## src/rtl/nibble_serial_add_ctrl_pkg.sv

```systemverilog
// Shared types and constants for the nibble-serial add/subtract sequencer.
package nibble_serial_add_ctrl_pkg;

    localparam int unsigned NIBBLE_W = 4;

    typedef enum logic [1:0] {
        IDLE = 2'd0,
        RUN  = 2'd1,
        DONE = 2'd2
    } state_e;

endpackage : nibble_serial_add_ctrl_pkg

```

## src/rtl/nibble_serial_add_ctrl_if.sv

```systemverilog
// Requester-side start/busy/done handshake plus operand and result buses.
interface nibble_serial_add_ctrl_if #(
    parameter int unsigned WIDTH = 16
) ();

    logic             start;
    logic [WIDTH-1:0] a;
    logic [WIDTH-1:0] b;
    logic             cin;
    logic             sub;
    logic             busy;
    logic             done;
    logic [WIDTH-1:0] sum;
    logic             cout;
    logic             overflow;

    modport master (
        output start, a, b, cin, sub,
        input  busy, done, sum, cout, overflow
    );

    modport slave (
        input  start, a, b, cin, sub,
        output busy, done, sum, cout, overflow
    );

endinterface : nibble_serial_add_ctrl_if

```

## src/rtl/nibble_serial_add_ctrl_four_bit.sv

```systemverilog
// Existing 4-bit ripple-carry adder slice, shared across all nibbles.
module four_bit (
    input  logic [3:0] A,
    input  logic [3:0] B,
    input  logic       C0,
    output logic [3:0] S,
    output logic       C4
);

    logic c1, c2, c3;

    assign S[0] = A[0] ^ B[0] ^ C0;
    assign c1   = (A[0] & B[0]) | (C0 & (A[0] ^ B[0]));
    assign S[1] = A[1] ^ B[1] ^ c1;
    assign c2   = (A[1] & B[1]) | (c1 & (A[1] ^ B[1]));
    assign S[2] = A[2] ^ B[2] ^ c2;
    assign c3   = (A[2] & B[2]) | (c2 & (A[2] ^ B[2]));
    assign S[3] = A[3] ^ B[3] ^ c3;
    assign C4   = (A[3] & B[3]) | (c3 & (A[3] ^ B[3]));

endmodule : four_bit

```

## src/rtl/nibble_serial_add_ctrl.sv

```systemverilog
// Sequencer adding/subtracting WIDTH-bit operands through one shared 4-bit
// adder slice, LSB nibble first, one nibble per clock.
module nibble_serial_add_ctrl
    import nibble_serial_add_ctrl_pkg::*;
#(
    parameter int unsigned WIDTH = 16
) (
    input  logic                     clk,
    input  logic                     rst_n,
    nibble_serial_add_ctrl_if.slave  bus
);

    localparam int unsigned NIBBLES = WIDTH / NIBBLE_W;
    localparam int unsigned CNT_W   = $clog2(NIBBLES);

    state_e             state_q, state_d;
    logic [WIDTH-1:0]   opa_q, opa_d;
    logic [WIDTH-1:0]   opb_q, opb_d;
    logic [WIDTH-1:0]   part_q, part_d;
    logic               carry_q, carry_d;
    logic               amsb_q, amsb_d;
    logic               bmsb_q, bmsb_d;
    logic [CNT_W-1:0]   cnt_q, cnt_d;
    logic [WIDTH-1:0]   sum_q, sum_d;
    logic               cout_q, cout_d;
    logic               ovf_q, ovf_d;

    logic [NIBBLE_W-1:0] slice_s;
    logic                slice_c4;
    logic [WIDTH-1:0]    result;

    four_bit u_slice (
        .A  (opa_q[NIBBLE_W-1:0]),
        .B  (opb_q[NIBBLE_W-1:0]),
        .C0 (carry_q),
        .S  (slice_s),
        .C4 (slice_c4)
    );

    // The final nibble lands on top; earlier nibbles have already shifted down.
    assign result = {slice_s, part_q[WIDTH-1:NIBBLE_W]};

    always_comb begin
        state_d = state_q;
        opa_d   = opa_q;
        opb_d   = opb_q;
        part_d  = part_q;
        carry_d = carry_q;
        amsb_d  = amsb_q;
        bmsb_d  = bmsb_q;
        cnt_d   = cnt_q;
        sum_d   = sum_q;
        cout_d  = cout_q;
        ovf_d   = ovf_q;

        case (state_q)
            IDLE, DONE: begin
                state_d = IDLE;
                if (bus.start) begin
                    opa_d   = bus.a;
                    opb_d   = bus.sub ? ~bus.b : bus.b;
                    carry_d = bus.sub | bus.cin;
                    amsb_d  = bus.a[WIDTH-1];
                    bmsb_d  = opb_d[WIDTH-1];
                    cnt_d   = '0;
                    state_d = RUN;
                end
            end
            RUN: begin
                opa_d   = opa_q >> NIBBLE_W;
                opb_d   = opb_q >> NIBBLE_W;
                part_d  = result;
                carry_d = slice_c4;
                cnt_d   = cnt_q + CNT_W'(1);
                if (cnt_q == CNT_W'(NIBBLES - 1)) begin
                    sum_d   = result;
                    cout_d  = slice_c4;
                    ovf_d   = (amsb_q ^ bmsb_q ^ result[WIDTH-1]) ^ slice_c4;
                    state_d = DONE;
                end
            end
            default: state_d = IDLE;
        endcase
    end

    always_ff @(posedge clk or negedge rst_n) begin
        if (!rst_n) begin
            state_q <= IDLE;
            opa_q   <= '0;
            opb_q   <= '0;
            part_q  <= '0;
            carry_q <= 1'b0;
            amsb_q  <= 1'b0;
            bmsb_q  <= 1'b0;
            cnt_q   <= '0;
            sum_q   <= '0;
            cout_q  <= 1'b0;
            ovf_q   <= 1'b0;
        end else begin
            state_q <= state_d;
            opa_q   <= opa_d;
            opb_q   <= opb_d;
            part_q  <= part_d;
            carry_q <= carry_d;
            amsb_q  <= amsb_d;
            bmsb_q  <= bmsb_d;
            cnt_q   <= cnt_d;
            sum_q   <= sum_d;
            cout_q  <= cout_d;
            ovf_q   <= ovf_d;
        end
    end

    assign bus.busy     = (state_q == RUN);
    assign bus.done     = (state_q == DONE);
    assign bus.sum      = sum_q;
    assign bus.cout     = cout_q;
    assign bus.overflow = ovf_q;

endmodule : nibble_serial_add_ctrl

```

## src/flat_wrapper.sv

```systemverilog
// flat-port wrapper written by rule: the top's interface ports become plain ports
module nibble_serial_add_ctrl_flat import nibble_serial_add_ctrl_pkg::*;
#(
    parameter int unsigned WIDTH = 16
)
  (clk, rst_n, bus_start, bus_a, bus_b, bus_cin, bus_sub, bus_busy, bus_done, bus_sum, bus_cout, bus_overflow);
  nibble_serial_add_ctrl_if #(.WIDTH(WIDTH)) bus_i ();
  input  logic clk;
  input  logic rst_n;
  input wire logic [$bits(bus_i.start)-1:0] bus_start;
  input wire logic [$bits(bus_i.a)-1:0] bus_a;
  input wire logic [$bits(bus_i.b)-1:0] bus_b;
  input wire logic [$bits(bus_i.cin)-1:0] bus_cin;
  input wire logic [$bits(bus_i.sub)-1:0] bus_sub;
  output wire logic [$bits(bus_i.busy)-1:0] bus_busy;
  output wire logic [$bits(bus_i.done)-1:0] bus_done;
  output wire logic [$bits(bus_i.sum)-1:0] bus_sum;
  output wire logic [$bits(bus_i.cout)-1:0] bus_cout;
  output wire logic [$bits(bus_i.overflow)-1:0] bus_overflow;
  assign bus_i.start = bus_start;
  assign bus_i.a = bus_a;
  assign bus_i.b = bus_b;
  assign bus_i.cin = bus_cin;
  assign bus_i.sub = bus_sub;
  assign bus_busy = bus_i.busy;
  assign bus_done = bus_i.done;
  assign bus_sum = bus_i.sum;
  assign bus_cout = bus_i.cout;
  assign bus_overflow = bus_i.overflow;
  nibble_serial_add_ctrl #(.WIDTH(WIDTH)) u_core (.clk(clk), .rst_n(rst_n), .bus(bus_i));
endmodule
```

## config.mk

```make
export PLATFORM = sky130hd
export DESIGN_NAME = nibble_serial_add_ctrl_flat
export DESIGN_NICKNAME = d
export VERILOG_FILES = /design/src/rtl/nibble_serial_add_ctrl_pkg.sv /design/src/rtl/nibble_serial_add_ctrl_if.sv /design/src/rtl/nibble_serial_add_ctrl_four_bit.sv /design/src/rtl/nibble_serial_add_ctrl.sv /design/src/flat_wrapper.sv
export SDC_FILE = /design/constraint.sdc
export NUM_CORES = 1
export LEC_CHECK = 0
export BUFFER_PORTS_ARGS = -buffer_cell sky130_fd_sc_hd__clkbuf_2
export CORE_ASPECT_RATIO = 0.9
export CORE_MARGIN = 4
export CORE_UTILIZATION = 55
export CTS_CLUSTER_DIAMETER = 150
export DETAILED_ROUTE_END_ITERATION = 10
export PLACE_DENSITY = 0.86
export RECOVER_POWER = 25
export SYNTH_ARGS = -nofsm -noshare
export SYNTH_HDL_FRONTEND = slang
export SYNTH_SLANG_ARGS = --single-unit
```

## constraint.sdc

```tcl
create_clock -name clk -period 3.37 [get_ports clk]
set_input_delay 0.5055 -clock clk [delete_from_list [all_inputs] [get_ports clk]]
set_output_delay 0.5055 -clock clk [all_outputs]
set_load 0.005 [all_outputs]
```

After elaboration in Yosys (flattened, before gate mapping)
Index checks and enable logic that the tools add are counted.
- output and inout bits: 20
- register bits after elaboration: 73
- input bits: 37
- bitwise gates (word level): 25
- eq/ne operators: 5
- reductions and logical operators: 6
- add/subtract/negate cells: 1
- mux-type cells: 12
- operator list (kind ; count):
    case mux 16 bit (2 select lines) ; 2
    2-to-1 mux 16 bit ; 3
    inverter 16 bit ; 1
    bitwise XOR 1 bit ; 11
    AND 1 bit ; 8
    case mux 2 bit (2 select lines) ; 2
    AND reduction 2 bit ; 3
    OR 1 bit ; 5
    == test 2 bit, second input constant ; 2
    2-to-1 mux 2 bit ; 2
    adder 2 x 1 -> 2 bit, second input constant ; 1
    == test 2 x 1 -> 1 bit, second input constant ; 1
    zero test 2 bit ; 1
    2-to-1 mux 1 bit ; 2
    != test 2 x 1 -> 1 bit, second input constant ; 1
    != test 2 bit, second input constant ; 1
    case mux 1 bit (2 select lines) ; 1
    nonzero test 2 bit ; 1
    OR reduction 2 bit ; 1

Longest topological paths before layout
Gate-level depths: netlist of the first run.
- depth in word-level cells: 10
- mapped depth: 10
- mapped depth without buffers: 10

Modules after synthesis
From an unflattened synthesis of the first run, not the netlist that was laid out.
- cell total of the unflattened synthesis: 241
- area, all modules: 3021.6 um2
- by module, submodules not included (module ; area each (um2) ; times used ; seq. area each (um2) ; cells each):
    nibble_serial_add_ctrl ; 2904.0 ; 1 ; 1726.7 ; 227
    four_bit ; 117.6 ; 1 ; 0.0 ; 14

Worst setup path before layout of the first run
Ideal clock, no wire load.
- path type: reg2reg
- start point: reg u_core.carry_q
- end point: reg u_core.ovf_q, in the netlist u_core.bus.overflow
- arrival: 2.254 ns
- path slack: 0.988 ns
- stages on the path, launching flop included: 11
- buffers on the path: 0
- data required time: 3.242 ns
- path through: dfrtp_1 > fa_1 > inv_1 > fa_1 > inv_1 > fa_1 > inv_1 > fa_1 > xnor2_1 > xnor2_1 > o21ai_0
- longest elaborated chain between the ends: 9
- elaborated cells between the ends (all ways): 11
- classes of those cells: bitwise: 11
- ends and longest elaborated chain (item ; line ; source):
    from (decl) ; nibble_serial_add_ctrl.sv:20 ; logic carry_q, carry_d;
    from (signal assigned) ; nibble_serial_add_ctrl.sv:104 ; carry_q <= carry_d;
    AND 1 bit * ; nibble_serial_add_ctrl_four_bit.sv:13 ; assign c1 = (A[0] & B[0]) | (C0 & (A[0] ^ B[0]));
    OR 1 bit * ; nibble_serial_add_ctrl_four_bit.sv:13 ;
    AND 1 bit * ; nibble_serial_add_ctrl_four_bit.sv:15 ; assign c2 = (A[1] & B[1]) | (c1 & (A[1] ^ B[1]));
    OR 1 bit * ; nibble_serial_add_ctrl_four_bit.sv:15 ;
    AND 1 bit * ; nibble_serial_add_ctrl_four_bit.sv:17 ; assign c3 = (A[2] & B[2]) | (c2 & (A[2] ^ B[2]));
    OR 1 bit * ; nibble_serial_add_ctrl_four_bit.sv:17 ;
    bitwise XOR 1 bit or AND 1 bit (tied branches) ; nibble_serial_add_ctrl_four_bit.sv:18, nibble_serial_add_ctrl_four_bit.sv:19 ;
    bitwise XOR 1 bit or OR 1 bit (tied branches) ; nibble_serial_add_ctrl.sv:78, nibble_serial_add_ctrl_four_bit.sv:19 ;
    bitwise XOR 1 bit * ; nibble_serial_add_ctrl.sv:78 ; ovf_d = (amsb_q ^ bmsb_q ^ result[WIDTH-1]) ^ slice_c4;
    to (signal assigned) ; nibble_serial_add_ctrl.sv:110 ; ovf_q <= ovf_d;
    to (decl) ; nibble_serial_add_ctrl.sv:26 ; logic ovf_q, ovf_d;
Mark *: on every way between the ends. The rest lies on a longest branch, timed or not.
A chain may end at the register's enable or synchronous reset.

Worst setup path after layout of the first run
Same ends and word-level chain as after synthesis.

==> run summary, run 1 <==
CTS Root Cell: clkbuf_8
Clock power frac: 0.166
Final hold violation count: 0
Nets: 355
Final ANT Viol Nets: 0
Clock buffer depth: 2
Worst Tran Pin Value: 1.87 ns
Post-CTS Hold Fix Bufs: 0
Crit path DAT: 2.71 ns
Worst Hold Class: primary input to asynchronous set/reset pin
Top_reg_cell synth: dfrtp_1
Power share of the sequential group: 0.443
Synth warnings: 0
Failing checks: capacitance limit, slew limit
Design Area, Final: 0.00341 mm^2
Area Growth Syn to Fin: 14.1%
WL/cell: 15.0 um
Cells along the critical path: fa_1, inv_1, fa_1, inv_1, fa_1, inv_1, fa_1, xnor2_1, xnor2_1, o21ai_0
Crit. path cell count: 10
Crit-path max cell delay: 0.45 ns
Gpl congestion: 0.794
Adder-cell area share of the yosys netlist: 0.0310
R2r setup slk: 0.85 ns
CTS tree: done
Detailed Route Iter0 Violations: 102
Max-slew headroom: -0.247
Synthesized flop and latch total: 69
CTS sink count: 69
Outcome: finished with violations
First-pass GRT wire length: 9740 um
Port bufs: 56
CP Launch Type: flip-flop
Die Ht: 78.0 um
Clock Pin Slew Worst Setup and Hold Paths: 0.07 ns
Worst r2r path cells: 10
Detailed-route via count: 2,082
Clk_skew: 0.00714 ns
Vias in the first global route: 2,024
Post-synthesis mux area share: 0.0527
Vias per cell: 5.41
Synth Net Count: 303
Family with the most delay on the worst path: adder cells
Die Area: 0.00668 mm^2
# rows: 25
Worst skew pair latency: 0.33 ns
Setup bufs post-CTS: 0
Largest cells by area after synthesis: dfrtp_1 58%, nand2_1 6.3%, mux2_2 5.3%, a221o_1 4.7%, xnor2_1 4.7%
Asr flop ratio synth: 1.00
Fmax: 0.397 GHz
Routed WL: 5790 um
Initial core utilization: 0.569
Post-CTS resize count: 0
Sw frac: 0.367
Pre-antenna DRT Iters: 5
Critical Path RT: 3.56 ns
Placement Cell Area: 0.00327 mm^2
Library cells used by synthesis: 26
Initial antenna violation count: 0
Cells after Synth: 261
Core Footprint: 0.00526 mm^2
Synth Area in Simple Gates: 0.115
Critical Path Start: u_core.carry_q
Area leader, netlist: dfrtp_1
Final Max Tran Viols: 36
Mapped Area: 0.00299 mm^2
Final setup fails: 0
Reg-to-Reg End: u_core.bus.overflow
Hpwl dp: 4050 um
Internal Pwr Total: 0.00207 W
Grt ovf: 0
RR Startpoint: u_core.carry_q
Worst IR Drop VDD: 0.564 mV
Largest net degree at the start of global routing: 40
Final period util: 0.748
Top fanout value on the critical path: 3
Overall Global Routing Usage: 0.190
Cts bufs inserted: 9
Largest family of logic cells by synthesized area: compound AO/OA/AOI/OAI gates
Pwr per Cell Area: 956 mW/mm^2
CP max stage cell: fa_1
Layout cells sized above 1: 0.267
Buf/Inv on CP: 3
Top-area cell type share of the netlist area: 0.577
Max Cap Viol: 1
Part of the Yosys area used for sequential elements: 0.577
CP dominant cell by count: fa_1
Die width: 85.7 um
Post-Synth XOR/XNOR Area: 0.0556
RSZ-0062 raised after global routing: false
CP Capture Type: flip-flop
CP endpoint: u_core.bus.overflow
Io pins: 57
Number of remaining DRC errors: 0
Mapped Avg Cell Area: 11.5 um^2
Setup CP Type: flip-flop to flip-flop
Switch Pwr: 0.00120 W
Antenna cells: 0
Setup TNS: 0 ns
Compound-cell area share of the yosys netlist: 0.118
Post-layout min period: 2.52 ns
Leakage: 1.70 nW
CTS H-Tree Depth: 3
Comb power frac: 0.391
EDFF count, synth: 0
==> flip-flops by register name, indices dropped and copies added, names as in the netlist <==
| register | cells |
|---|---|
| u_core.opb_q | 16 |
| u_core.cnt_q | 2 |
| u_core.carry_q | 1 |
| u_core.bus.sum | 16 |
| u_core.opa_q | 16 |
| u_core.bus.cout | 1 |
| u_core.bmsb_q | 1 |
| u_core.part_q | 12 |
| u_core.state_q | 2 |
| u_core.bus.overflow | 1 |
| u_core.amsb_q | 1 |
==> cells by family (layout without fill, tap and decap cells) <==
group / count (synthesis) / after routing
AO/OA/AOI/OAI: 44 / 44
XOR/XNOR: 19 / 19
adder cells (fa/ha/maj): 5 / 5
buffers and inverters: 28 / 85
flip-flops: 69 / 69
multiplexers: 14 / 14
AND/OR/NAND/NOR: 82 / 82
==> area by class of cell <==
| class | count | area, um^2 |
|---|---|---|
| fillers | 436 | 1840 |
| well taps | 67 | 83.8 |
| clock buffers | 14 | 143 |
| flip-flops and latches | 69 | 1730 |
| inverters | 9 | 33.8 |
| repair buffers | 60 | 302 |
| multi-input cells | 164 | 1110 |
| clock inverters | 2 | 10.0 |
==> power groups by stage <==
stage	sequential, W	combinational (W)	clock, W
after floorplan	0.00140	0.00100	0
after global placement	0.00143	0.00124	0
after detailed placement	0.00146	0.00129	0
after CTS	0.00145	0.00130	0.000556
after global routing	0.00149	0.00145	0.000597
final	0.00145	0.00127	0.000542
==> per-layer routing <==
layer  global-route usage  routed length (um)  vias to the layer above
met1                0.258                2550                     1015
met4               0.0570                  56                        0
li1                     -                   -                      995
met5                    0                   0                        -
met3               0.0754                 407                        6
met2                0.282                2770                       66
==> cells in the mapped netlist, types with 3 or more instances <==
library cell / instances
dfrtp_1: 69
nand2_1: 50
xnor2_1: 16
a221o_1: 14
mux2_2: 14
buf_2: 12
nand3_1: 12
nor2_1: 12
a22oi_1: 10
o21ai_0: 10
a22o_1: 8
inv_1: 8
fa_1: 4
buf_6: 3
xor2_1: 3
==> per-stage QoR <==
stage          hold WS (ns)  worst slack, ns  cells  power [W]  utilization
3_3_place_gp          0.413            0.925    369    0.00267        0.622
5_1_grt               0.257            0.509    385    0.00353        0.649
6_report              0.185            0.848    385    0.00326        0.649
4_1_cts              0.0477            0.853    385    0.00330        0.651
2_1_floorplan         0.210            0.988    261    0.00240            -
3_5_place_dp          0.415            0.866    369    0.00275        0.622
==> how the worst min path moves through the flow <==
stage | from | end | slack, ns | depth (start not counted)
6_report | rst_n | u_core.bus.cout | 0.19 | 1
5_1_grt | rst_n | u_core.bus.cout | 0.26 | 1
4_1_cts | rst_n | u_core.bus.cout | 0.05 | 1
3_5_place_dp | rst_n | u_core.bus.cout | 0.41 | 1
3_3_place_gp | rst_n | u_core.bus.cout | 0.41 | 1
2_1_floorplan | rst_n | u_core.amsb_q | 0.21 | 0
==> layout by cell type, fill, tap and decap left out <==
cell | synthesis | final
a22o_1 | 8 | 8
inv_1 | 8 | 8
nor2_1 | 12 | 12
fa_1 | 4 | 4
a221o_1 | 14 | 14
ha_1 | 1 | 1
clkbuf_1 | 2 | 8
nand3b_2 | 1 | 1
o211ai_1 | 1 | 1
clkinv_2 | 0 | 2
buf_4 | 2 | 2
nor3_1 | 2 | 2
nand2_1 | 50 | 50
xnor2_1 | 16 | 16
nand3_1 | 12 | 12
a22oi_1 | 10 | 10
inv_2 | 1 | 1
nor2b_1 | 2 | 2
nand2b_1 | 2 | 2
nor2_2 | 1 | 1
clkbuf_2 | 0 | 55
clkbuf_8 | 0 | 9
mux2_2 | 14 | 14
o21ai_0 | 10 | 10
xor2_1 | 3 | 3
dfrtp_1 | 69 | 69
o2bb2ai_1 | 1 | 1
Power figures use the tool's default switching activity.
==> run 2, diff against run 1 <==
ABC_AREA = 1   (was unset)
clock period = 2.6 ns   (was 3.37 ns; I/O delays follow)
==> run summary, run 2 <==
Grt ovf: 0 (unchanged)
Clk_skew: 0.00427 ns (-0.00286 ns)
CP Launch Type: flip-flop
Synthesized flop and latch total: 69 (unchanged)
Final hold violation count: 0 (unchanged)
Clock Pin Slew Worst Setup and Hold Paths: 0.07 ns (about the same)
Library cells used by synthesis: 22 (-15%)
Mapped Avg Cell Area: 8.95 um^2 (-22%)
Initial core utilization: 0.587 (+0.0182)
Synth cell count leaders: 144 x nand2_1, 69 x dfrtp_1, 33 x nand3_1, 26 x inv_1, 19 x o21ai_0
Die width: 88.1 um (+2.8%)
First-pass GRT wire length: 10,700 um (+9.9%)
Cells along the critical path: fa_1, inv_1, fa_1, inv_1, fa_2, inv_2, fa_2, inv_1, nand2_1, nand2_1, nand2_1, nand3_1, nand2_1
Synth warnings: 0 (unchanged)
Most frequent cells in the layout: 145 x nand2_1, 69 x dfrtp_1, 55 x clkbuf_2
Largest net degree at the start of global routing: 42 (+5.0%)
Clock buffer depth: 2 (unchanged)
Port bufs: 56 (unchanged)
Cts bufs inserted: 9 (unchanged)
Vias in the first global route: 2,408 (+19%)
Top-area cell type share of the netlist area: 0.543 (-0.0341)
WL/cell: 12.8 um (-15%)
Crit-path max cell delay: 0.45 ns (about the same)
Fmax: 0.409 GHz (+3.1%)
CTS sink count: 69 (unchanged)
Top fanout value on the critical path: 5 (+2)
Worst Hold Class: primary input to flip-flop
Detailed-route via count: 2,436 (+17%)
RR Startpoint: u_core.carry_q
CP max stage cell: fa_2
Overall Global Routing Usage: 0.198 (+0.00841)
Outcome: finished with violations
CTS H-Tree Depth: 3 (unchanged)
Hpwl dp: 4470 um (+10%)
CP endpoint: u_core.bus.overflow
Worst r2r path cells: 13 (+3)
EDFF count, synth: 0 (unchanged)
Post-layout min period: 2.44 ns (-0.0769 ns)
Mapped Area: 0.00318 mm^2 (+6.3%)
Final period util: 0.940 (+0.192)
Max Cap Viol: 1 (unchanged)
Core Footprint: 0.00541 mm^2 (+3.0%)
CP dominant cell by count: nand2_1
Failing checks: capacitance limit, slew limit
Critical Path RT: 2.84 ns (-0.72 ns)
Io pins: 57 (unchanged)
Part of the Yosys area used for sequential elements: 0.543 (-0.0341)
Commonest non-fill, non-tap cell in the layout: nand2_1
Final setup fails: 0 (unchanged)
Synth Net Count: 397 (+31%)
Die Area: 0.00706 mm^2 (+5.7%)
Reg-to-Reg End: u_core.bus.overflow
Worst Tran Pin Value: 2.13 ns (+0.255 ns)
Die Ht: 80.1 um (+2.8%)
Final Max Tran Viols: 42 (+17%)
Setup TNS: 0 ns (unchanged)
Pre-antenna DRT Iters: 4 (-1)
Cells after Synth: 355 (+36%)
R2r setup slk: 0.16 ns (-0.69 ns)
Post-CTS Hold Fix Bufs: 0 (unchanged)
Top_reg_cell synth: dfrtp_1
CTS Root Cell: clkbuf_8
Area leader, netlist: dfrtp_1
Critical Path Start: u_core.carry_q
Vias per cell: 5.03 (-6.9%)
Most common cell in the synthesized netlist: nand2_1
Nets: 454 (+28%)
Final ANT Viol Nets: 0 (unchanged)
Asr flop ratio synth: 1.00 (unchanged)
CTS tree: done
CP Capture Type: flip-flop
Area Growth Syn to Fin: 16.6%
Max-slew headroom: -0.417 (-0.170)
# rows: 25 (unchanged)
Initial antenna violation count: 0 (unchanged)
Largest cells by area after synthesis: dfrtp_1 54%, nand2_1 17%, nand3_1 5.2%, o21ai_2 3.6%, inv_1 3.1%
Leakage: 1.95 nW (+14%)
Number of remaining DRC errors: 0 (unchanged)
Fin util: 0.685 (+0.0353)
Routed WL: 6200 um (+7.1%)
Worst IR Drop VDD: 0.739 mV (+31%)
Pwr per Cell Area: 1290 mW/mm^2 (+35%)
RSZ-0062 raised after global routing: false
Crit path DAT: 2.68 ns (-0.03 ns)
Gpl congestion: 0.846 (+6.6%)
Setup CP Type: flip-flop to flip-flop
Worst Hold Slack: 0.241 ns (+0.0559 ns)
Total power: 0.00478 W (+46%)
Worst skew pair latency: 0.35 ns (+0.02 ns)
Detailed Route Iter0 Violations: 107 (+4.9%)
Antenna cells: 0 (unchanged)
Layout cells sized above 1: 0.261 (-0.00590)
==> run 2: cell count changes after synthesis, sizes merged, moves of 8 or more <==
cell,change
nand2,+97
o21ai,+23
nand3,+21
inv,+20
a221o,-14
mux2,-14
xnor2,-13
a22oi,-10
nor2,-10
or2,+10
a22o,-8
==> run 2: cell families (layout without fill, tap and decap cells) <==
kind of cell | after synthesis | in the layout | share of synthesized area
AOI/OAI and AO/OA | 37 | 37 | 0.0760
xor gates and xnor gates | 6 | 6 | 0.0165
adders and majority gates | 5 | 5 | 0.0291
buffers and inverters | 45 | 107 | 0.0740
DFF | 69 | 69 | 0.543
and+or+nand+nor | 193 | 193 | 0.261
==> run 2: how the worst min path moves through the flow <==
stage                                  from  cells past startpoint                 to  slack [ns]
after floorplan                       rst_n                      0      u_core.amsb_q        0.09
after global placement    u_core.bus.sum[0]                      2  u_core.bus.sum[0]        0.45
after detailed placement   u_core.opa_q[12]                      2   u_core.opa_q[12]        0.46
after CTS                             rst_n                      1  u_core.bus.sum[5]        0.18
after global routing              bus_a[12]                      3   u_core.opa_q[12]        0.24
final                             bus_a[14]                      3   u_core.opa_q[14]        0.24
==> run 2: per-stage QoR <==
stage,setup slack (ns),cells,area [um^2]
2_1_floorplan,0.236,355,3180
3_3_place_gp,0.175,467,3450
3_5_place_dp,0.0652,467,3450
4_1_cts,0.0538,483,3700
5_1_grt,0.0174,484,3700
6_report,0.155,484,3700
==> run 2: timing repair <==
action                     CTS  global route
buffers inserted             0             1
setup endpoints to repair    0             1
gates resized for setup      0             3
==> run 2: per-layer routing <==
layer,routed length [um],GRT usage
met2,2940,0.318
met4,106,0.0695
met3,424,0.0656
met1,2730,0.252
met5,0,0
==> run 2: final cells by class <==
type	instances	area [um^2]
flip-flops and latches	69	1730
fillers	457	1710
multi-input cells	241	1210
repair buffers	62	324
clock buffers	10	138
clock inverters	6	110
inverters	29	109
well taps	67	83.8
==> run 2: worst max-delay path, delay by kind of cell, from the launching register on <==
kind / cells / cell delay (ns)
adders and majority gates: 4 / 1.38
buffers and inverters: 4 / 0.29
DFF: 1 / 0.40
and+or+nand+nor: 5 / 0.27
==> run 2: power by group <==
part,total [W],leakage (nW),internal (W),switching (W)
registers,0.00185,0.870,0.00157,0.000281
logic,0.00187,0.960,0.000707,0.00116
clock network,0.00106,0.119,0.000661,0.000403
